**config.mk**
```make
export PLATFORM = sky130hd
export DESIGN_NAME = seg7_digit_ctrl_flat
export DESIGN_NICKNAME = d
export VERILOG_FILES = /design/src/rtl/seg7_digit_ctrl_pkg.sv /design/src/rtl/seg7_digit_ctrl_if.sv /design/src/rtl/seg7_digit_ctrl_decode.sv /design/src/rtl/seg7_digit_ctrl.sv /design/src/flat_wrapper.sv
export SDC_FILE = /design/constraint.sdc
export NUM_CORES = 1
export LEC_CHECK = 0
export ABC_AREA = 1
export BUFFER_PORTS_ARGS = -buffer_cell sky130_fd_sc_hd__buf_2
export CAP_MARGIN = 15
export CORE_AREA = 2 2 140 74
export DETAILED_ROUTE_END_ITERATION = 6
export DIE_AREA = 0 0 142 76
export PLACE_DENSITY = 0.79
export SLEW_MARGIN = 25
export SYNTH_ARGS = -nofsm -noshare
export SYNTH_HDL_FRONTEND = slang
export SYNTH_SLANG_ARGS = --single-unit
export TNS_END_PERCENT = 5
```
**constraint.sdc**
```tcl
create_clock -name wb_clk_i -period 2.08 [get_ports wb_clk_i]
set_input_delay 0.312 -clock wb_clk_i [delete_from_list [all_inputs] [get_ports wb_clk_i]]
set_output_delay 0.312 -clock wb_clk_i [all_outputs]
set_load 0.005 [all_outputs]
```
**src/rtl/seg7_digit_ctrl_pkg.sv**
```systemverilog
// Shared constants, register map and segment table for the seven-segment digit engine.
package seg7_digit_ctrl_pkg;

   localparam int unsigned PAD_W  = 7;
   localparam int unsigned DIG_W  = 4;
   localparam int unsigned WB_W   = 32;
   localparam int unsigned SEL_W  = 4;
   localparam int unsigned CTRL_W = 6;

   localparam logic [7:0] OFF_CTRL  = 8'h00;
   localparam logic [7:0] OFF_PRE   = 8'h04;
   localparam logic [7:0] OFF_COUNT = 8'h08;
   localparam logic [7:0] OFF_STAT  = 8'h0C;

   localparam int unsigned CTRL_EN     = 0;
   localparam int unsigned CTRL_HEX    = 1;
   localparam int unsigned CTRL_DOWN   = 2;
   localparam int unsigned CTRL_BLANK  = 3;
   localparam int unsigned CTRL_OE     = 4;
   localparam int unsigned CTRL_IRQ_EN = 5;

   // Active-high segments {g,f,e,d,c,b,a} for digits 0..F
   localparam logic [PAD_W-1:0] SEG_TABLE [16] = '{
      7'h3F, 7'h06, 7'h5B, 7'h4F, 7'h66, 7'h6D, 7'h7D, 7'h07,
      7'h7F, 7'h6F, 7'h77, 7'h7C, 7'h39, 7'h5E, 7'h79, 7'h71
   };

   typedef enum logic {
      BUS_IDLE = 1'b0,
      BUS_ACK  = 1'b1
   } bus_state_t;

   // Byte-lane merge of write data into an existing register value
   function automatic logic [WB_W-1:0] wb_merge(input logic [WB_W-1:0]  old_val,
                                                input logic [WB_W-1:0]  wr_val,
                                                input logic [SEL_W-1:0] sel);
      logic [WB_W-1:0] res;
      res = old_val;
      for (int i = 0; i < int'(SEL_W); i++) begin
         if (sel[i]) res[i*8 +: 8] = wr_val[i*8 +: 8];
      end
      return res;
   endfunction

endpackage

```
**src/rtl/seg7_digit_ctrl_if.sv**
```systemverilog
// Wishbone slave bus bundle for the digit engine.
interface seg7_digit_ctrl_if;
   import seg7_digit_ctrl_pkg::*;

   logic             wbs_cyc_i;
   logic             wbs_stb_i;
   logic             wbs_we_i;
   logic [SEL_W-1:0] wbs_sel_i;
   logic [WB_W-1:0]  wbs_adr_i;
   logic [WB_W-1:0]  wbs_dat_i;
   logic             wbs_ack_o;
   logic [WB_W-1:0]  wbs_dat_o;

   modport master (
      output wbs_cyc_i, wbs_stb_i, wbs_we_i, wbs_sel_i, wbs_adr_i, wbs_dat_i,
      input  wbs_ack_o, wbs_dat_o
   );

   modport slave (
      input  wbs_cyc_i, wbs_stb_i, wbs_we_i, wbs_sel_i, wbs_adr_i, wbs_dat_i,
      output wbs_ack_o, wbs_dat_o
   );

endinterface

```
**src/rtl/seg7_digit_ctrl_decode.sv**
```systemverilog
// Hex digit to active-high seven-segment pattern lookup.
module seg7_digit_ctrl_decode
   import seg7_digit_ctrl_pkg::*;
(
   input  logic [DIG_W-1:0] digit,
   output logic [PAD_W-1:0] seg_c
);

   // Table lookup
   always_comb begin
      seg_c = SEG_TABLE[digit];
   end

endmodule

```
**src/rtl/seg7_digit_ctrl.sv**
```systemverilog
// Wishbone-controlled single seven-segment digit: prescaled up/down counter,
// segment decode, pad polarity and sticky wrap interrupt.
module seg7_digit_ctrl
   import seg7_digit_ctrl_pkg::*;
#(
   parameter logic [WB_W-1:0] BASE_ADDR = 32'h3000_0000,
   parameter int unsigned     PRE_W     = 24
) (
   input  logic             wb_clk_i,
   input  logic             wb_rst_n,
   seg7_digit_ctrl_if.slave wbs,
   input  logic             digit_pol_in,
   output logic [PAD_W-1:0] digit0_out,
   output logic [PAD_W-1:0] digit0_oeb,
   output logic             irq_o
);

   bus_state_t        state_q, state_d;
   logic              hit_c, req_c, wr_en_c, rd_en_c;
   logic              wr_ctrl_c, wr_pre_c, wr_count_c, wr_stat_c;
   logic [WB_W-1:0]   rdata_c, dat_q;
   logic [CTRL_W-1:0] ctrl_q;
   logic [PRE_W-1:0]  pre_q, pre_cnt_q;
   logic [DIG_W-1:0]  count_q, count_nx_c, limit_c;
   logic              wrap_q, wrap_hit_c, tick_c, clr_c;
   logic [1:0]        pol_q;
   logic [PAD_W-1:0]  seg_c;

   assign hit_c = wbs.wbs_adr_i[WB_W-1:8] == BASE_ADDR[WB_W-1:8];
   assign req_c = wbs.wbs_cyc_i && wbs.wbs_stb_i && hit_c;

   assign wr_ctrl_c  = wr_en_c && (wbs.wbs_adr_i[7:0] == OFF_CTRL);
   assign wr_pre_c   = wr_en_c && (wbs.wbs_adr_i[7:0] == OFF_PRE);
   assign wr_count_c = wr_en_c && (wbs.wbs_adr_i[7:0] == OFF_COUNT);
   assign wr_stat_c  = wr_en_c && (wbs.wbs_adr_i[7:0] == OFF_STAT);

   // A COUNT write overrides a coincident tick
   assign tick_c = ctrl_q[CTRL_EN] && (pre_cnt_q == '0) && !wr_count_c;
   assign clr_c  = wr_stat_c && wbs.wbs_sel_i[0] && wbs.wbs_dat_i[0];

   assign wbs.wbs_ack_o = (state_q == BUS_ACK);
   assign wbs.wbs_dat_o = dat_q;

   // Bus FSM state register
   always_ff @(posedge wb_clk_i or negedge wb_rst_n) begin
      if (!wb_rst_n) state_q <= BUS_IDLE;
      else           state_q <= state_d;
   end

   // Bus FSM next state; the request edge is also the register access edge
   always_comb begin
      state_d = state_q;
      wr_en_c = 1'b0;
      rd_en_c = 1'b0;
      case (state_q)
         BUS_IDLE: begin
            if (req_c) begin
               state_d = BUS_ACK;
               wr_en_c = wbs.wbs_we_i;
               rd_en_c = !wbs.wbs_we_i;
            end
         end
         BUS_ACK:  state_d = BUS_IDLE;
         default:  state_d = BUS_IDLE;
      endcase
   end

   // Read mux; unmapped in-window offsets read zero
   always_comb begin
      rdata_c = '0;
      case (wbs.wbs_adr_i[7:0])
         OFF_CTRL:  rdata_c = WB_W'(ctrl_q);
         OFF_PRE:   rdata_c = WB_W'(pre_q);
         OFF_COUNT: rdata_c = WB_W'(count_q);
         OFF_STAT:  rdata_c = WB_W'(wrap_q);
         default:   rdata_c = '0;
      endcase
   end

   // Read data presented only alongside ack
   always_ff @(posedge wb_clk_i or negedge wb_rst_n) begin
      if (!wb_rst_n) dat_q <= '0;
      else           dat_q <= rd_en_c ? rdata_c : '0;
   end

   // Control and prescaler reload registers
   always_ff @(posedge wb_clk_i or negedge wb_rst_n) begin
      if (!wb_rst_n) begin
         ctrl_q <= '0;
         pre_q  <= '0;
      end else begin
         if (wr_ctrl_c) ctrl_q <= CTRL_W'(wb_merge(WB_W'(ctrl_q), wbs.wbs_dat_i, wbs.wbs_sel_i));
         if (wr_pre_c)  pre_q  <= PRE_W'(wb_merge(WB_W'(pre_q), wbs.wbs_dat_i, wbs.wbs_sel_i));
      end
   end

   // Prescaler: held at reload while disabled, restarted by tick or COUNT write
   always_ff @(posedge wb_clk_i or negedge wb_rst_n) begin
      if (!wb_rst_n)                                     pre_cnt_q <= '0;
      else if (!ctrl_q[CTRL_EN] || wr_count_c || tick_c) pre_cnt_q <= pre_q;
      else                                               pre_cnt_q <= pre_cnt_q - PRE_W'(1);
   end

   // Next digit value on a tick and whether it wraps
   always_comb begin
      limit_c    = ctrl_q[CTRL_HEX] ? 4'hF : 4'h9;
      count_nx_c = count_q;
      wrap_hit_c = 1'b0;
      if (ctrl_q[CTRL_DOWN]) begin
         if (count_q == '0) begin
            count_nx_c = limit_c;
            wrap_hit_c = 1'b1;
         end else begin
            count_nx_c = count_q - DIG_W'(1);
         end
      end else if (count_q >= limit_c) begin
         count_nx_c = '0;
         wrap_hit_c = 1'b1;
      end else begin
         count_nx_c = count_q + DIG_W'(1);
      end
   end

   // Digit counter and sticky wrap flag (set beats clear)
   always_ff @(posedge wb_clk_i or negedge wb_rst_n) begin
      if (!wb_rst_n) begin
         count_q <= '0;
         wrap_q  <= 1'b0;
      end else begin
         if (wr_count_c)  count_q <= DIG_W'(wb_merge(WB_W'(count_q), wbs.wbs_dat_i, wbs.wbs_sel_i));
         else if (tick_c) count_q <= count_nx_c;
         wrap_q <= (tick_c && wrap_hit_c) || (wrap_q && !clr_c);
      end
   end

   // Interrupt level
   always_ff @(posedge wb_clk_i or negedge wb_rst_n) begin
      if (!wb_rst_n) irq_o <= 1'b0;
      else           irq_o <= wrap_q && ctrl_q[CTRL_IRQ_EN];
   end

   // Polarity pin synchroniser
   always_ff @(posedge wb_clk_i or negedge wb_rst_n) begin
      if (!wb_rst_n) pol_q <= '0;
      else           pol_q <= {pol_q[0], digit_pol_in};
   end

   seg7_digit_ctrl_decode u_decode (
      .digit (count_q),
      .seg_c (seg_c)
   );

   // Registered pad drive
   always_ff @(posedge wb_clk_i or negedge wb_rst_n) begin
      if (!wb_rst_n) begin
         digit0_out <= SEG_TABLE[0];
         digit0_oeb <= '1;
      end else begin
         digit0_out <= (ctrl_q[CTRL_BLANK] ? '0 : seg_c) ^ {PAD_W{pol_q[1]}};
         digit0_oeb <= ctrl_q[CTRL_OE] ? '0 : '1;
      end
   end

endmodule

```
**src/flat_wrapper.sv**
```systemverilog
// flat-port wrapper written by rule: the top's interface ports become plain ports
module seg7_digit_ctrl_flat import seg7_digit_ctrl_pkg::*;
#(
   parameter logic [WB_W-1:0] BASE_ADDR = 32'h3000_0000,
   parameter int unsigned     PRE_W     = 24
)
  (wb_clk_i, wb_rst_n, digit_pol_in, digit0_out, digit0_oeb, irq_o, wbs_wbs_cyc_i, wbs_wbs_stb_i, wbs_wbs_we_i, wbs_wbs_sel_i, wbs_wbs_adr_i, wbs_wbs_dat_i, wbs_wbs_ack_o, wbs_wbs_dat_o);
  seg7_digit_ctrl_if wbs_i ();
  input  logic wb_clk_i;
  input  logic wb_rst_n;
  input  logic digit_pol_in;
  output logic [PAD_W-1:0] digit0_out;
  output logic [PAD_W-1:0] digit0_oeb;
  output logic irq_o;
  input wire logic [$bits(wbs_i.wbs_cyc_i)-1:0] wbs_wbs_cyc_i;
  input wire logic [$bits(wbs_i.wbs_stb_i)-1:0] wbs_wbs_stb_i;
  input wire logic [$bits(wbs_i.wbs_we_i)-1:0] wbs_wbs_we_i;
  input wire logic [$bits(wbs_i.wbs_sel_i)-1:0] wbs_wbs_sel_i;
  input wire logic [$bits(wbs_i.wbs_adr_i)-1:0] wbs_wbs_adr_i;
  input wire logic [$bits(wbs_i.wbs_dat_i)-1:0] wbs_wbs_dat_i;
  output wire logic [$bits(wbs_i.wbs_ack_o)-1:0] wbs_wbs_ack_o;
  output wire logic [$bits(wbs_i.wbs_dat_o)-1:0] wbs_wbs_dat_o;
  assign wbs_i.wbs_cyc_i = wbs_wbs_cyc_i;
  assign wbs_i.wbs_stb_i = wbs_wbs_stb_i;
  assign wbs_i.wbs_we_i = wbs_wbs_we_i;
  assign wbs_i.wbs_sel_i = wbs_wbs_sel_i;
  assign wbs_i.wbs_adr_i = wbs_wbs_adr_i;
  assign wbs_i.wbs_dat_i = wbs_wbs_dat_i;
  assign wbs_wbs_ack_o = wbs_i.wbs_ack_o;
  assign wbs_wbs_dat_o = wbs_i.wbs_dat_o;
  seg7_digit_ctrl #(.BASE_ADDR(BASE_ADDR), .PRE_W(PRE_W)) u_core (.wb_clk_i(wb_clk_i), .wb_rst_n(wb_rst_n), .wbs(wbs_i), .digit_pol_in(digit_pol_in), .digit0_out(digit0_out), .digit0_oeb(digit0_oeb), .irq_o(irq_o));
endmodule
```
==> reports/metrics.yaml <==
outcome: "complete, no violations"
antenna_found_initial: 0
synth_top_area_share_pct: 44.0
grt_overflow: 0
vias: 4363
start_util_pct: 51.4
first_pass_iters: 5
dp_hpwl_um: 9590
pre_cts_ws_ns: 0.153
clockBufferDepth: 2
maxCapViolations: 0
root_buffer: "clkbuf_16"
wirelength_um: 12500
synth-edff-count: 0
max_freq_mhz: 518
fin_skew_ns: 0.00629
drive_above_1_share_pct: 26.6
power_density_mw_per_mm2: 619
io_pins: 122
setup_tns_ns: 0
slew_headroom_pct: 57.5
worstSetupPathType: "flip-flop to flip-flop"
syn_to_final_growth_pct: 19.0
cp-start-kind: "flip-flop"
synth_cells: 596
synth_area_leaders: "dfrtp_1, nand2_1, nor2_1"
die_y_um: 76
yosysWarnings: 0
antenna_left: 0
num_rows: 26
synth_area_mm2: 0.00500
fillCellCount: 846
gr-usage-all-layers_pct: 23.9
place.gp.congestion: 0.948
ir_worst_vdd_mv: 0.417
leakage_nw: 3.16
antenna_cells: 0
syn_avg_cell_area_um2: 8.40
critPathArrivalTime_ns: 2.17
die_w_um: 142
synth.most_common_cell: "nand2_1"
maxSlewViolCount: 0
finalCritPeriodShare_pct: 92.8
clkTransAtPathRegs_ns: 0.07
cts_sinks: 95
initialDrtViolationCount: 355
cts.htree.levels: 3
yosysTopAreaCell: "dfrtp_1"
rsz0062_at_grt: "false"
grt_pass1_wl_um: 20100
grt_start_max_net_pins: 38
yosysUniqueCellTypes: 38
cts_made_buffers: 9
port_buffers: 104
crit_fanout: 10
yosysSeqAreaShare_pct: 47.7
cts_tree: "yes"
synthArstFlopShare_pct: 100
fin_ws_ns: 0.150
tightestPinTransition_ns: 0.632
endpoint_kind: "flip-flop"
setup_violations: 0
detail_route.wl_per_cell_um: 14.9
ys_ff_latch: 95
synth_common_cells: "nand2_1, dfrtp_1, nor2_1"
fp.dieArea_mm2: 0.0108
core_mm2: 0.00973
worst_skew_pair.late_latency_ns: 0.34
required_ns: 2.32
r2r_slack_ns: 0.15
grt_pass1_vias: 4180
synthFlopType: "dfrtp_1"
finalHoldViolCount: 0
drcViolationCount: 0
via_per_inst: 5.19
min_period_ns: 1.93
fin_nets: 793
hold_path_class: "primary input to flip-flop"
==> logic make-up after synthesis <==
logic type | Yosys count | synth area share [%]
other cells | 1 | 0.0749
flops | 95 | 47.7
fa+ha+maj | 10 | 2.50
buf+inv | 91 | 9.08
simple gates | 299 | 26.1
compound gates | 71 | 9.48
xor+xnor | 29 | 5.08
==> cell usage in the layout (no fill, tap or decap), types with 2 or more instances in the layout <==
cell	n
a21oi_1	7
a31oi_1	4
buf_2	103
buf_4	19
clkbuf_16	9
clkinv_1	4
clkinv_2	2
clkinvlp_4	2
conb_1	8
dfrtp_1	87
dfstp_2	7
ha_1	10
inv_1	56
inv_2	2
nand2_1	173
nand3_1	23
nand3_2	2
nand3_4	4
nand4_1	8
nor2_1	71
nor3_1	8
o21ai_0	22
o21ai_1	7
o21ai_2	27
or2_2	2
xnor2_1	10
xor2_1	19
==> what timing repair did <==
action | CTS | global route
hold buffers | 1 | 0
endpoints found under the setup margin | 0 | 1
endpoints found under the hold margin | 26 | 0
buffers inserted | 0 | 0
resized for setup | 0 | 1
==> per-layer routing <==
metal,global-route usage (%),up-vias,wire (µm)
met5,0,-,0
met4,7.00,0,138
met3,7.73,17,1420
met2,33.5,228,5050
met1,35.5,2036,5900
li1,-,2082,-
==> layout make-up <==
| class | count | area, µm² | area share, % |
|---|---|---|---|
| Inverter | 62 | 233 | 3.91 |
| Tap cell | 126 | 158 | 2.65 |
| Clock inverter | 7 | 72.6 | 1.22 |
| Sequential cell | 95 | 2390 | 40.1 |
| Clock buffer | 9 | 225 | 3.78 |
| Timing Repair Buffer | 124 | 688 | 11.6 |
| Multi-Input combinational cell | 417 | 2190 | 36.8 |
==> worst paths after layout <==
| kind | cells after the start | to | startpoint |
|---|---|---|---|
| max in group asynchronous | 3 | u_core.digit0_out[0]$_DFF_PN1_ | wb_rst_n |
| min | 1 | u_core.pol_q[0]$_DFF_PN0_ | digit_pol_in |
| max | 9 | u_core.count_q[3]$_DFFE_PN0P_ | u_core.count_q[2]$_DFFE_PN0P_ |
| min reg2reg | 0 | u_core.pol_q[1]$_DFF_PN0_ | u_core.pol_q[0]$_DFF_PN0_ |
| max reg2reg | 9 | u_core.count_q[3]$_DFFE_PN0P_ | u_core.count_q[2]$_DFFE_PN0P_ |
| min in group asynchronous | 2 | u_core.pre_q[1]$_DFFE_PN0P_ | wb_rst_n |
==> metrics by stage <==
stage / power, mW / hold WS (ns) / utilization [%] / std cells / cell area (µm²)
final: 3.68 / 0.0676 / 61.2 / 840 / 5950
after global routing: 3.81 / 0.0565 / 61.2 / 840 / 5950
after CTS: 3.71 / 0.0646 / 61.2 / 840 / 5950
after detailed placement: 2.07 / 0.265 / 58.0 / 823 / 5640
after global placement: 2.06 / 0.266 / 58.0 / 823 / 5640
after floorplan: 1.95 / 0.0164 / - / 603 / 5030
==> power by group <==
group | internal [mW] | switching, mW | total, mW
Combinational | 0.0693 | 0.0996 | 0.169
Sequential | 1.86 | 0.00251 | 1.86
Clock | 0.933 | 0.719 | 1.65
==> sequential cells by signal, indices dropped and copies added (netlist names) <==
| signal | flops |
|---|---|
| u_core.count_q | 4 |
| u_core.ctrl_q | 6 |
| u_core.digit0_oeb | 1 |
| u_core.digit0_out | 7 |
| u_core.irq_o | 1 |
| u_core.pol_q | 2 |
| u_core.pre_cnt_q | 24 |
| u_core.pre_q | 24 |
| u_core.wbs.wbs_ack_o | 1 |
| u_core.wbs.wbs_dat_o | 24 |
| u_core.wrap_q | 1 |
==> worst max-delay path, cell delays in order (launching register included) <==
cell and delay (ns):
dfrtp_1 0.51, clkinv_1 0.31, a21oi_1 0.36, o21ai_0 0.15
nand3_1 0.09, o21ai_0 0.09, nand2_1 0.07, nand2_1 0.09
nor2_1 0.11, nor2_1 0.05
(Power assumes the default switching activity.)
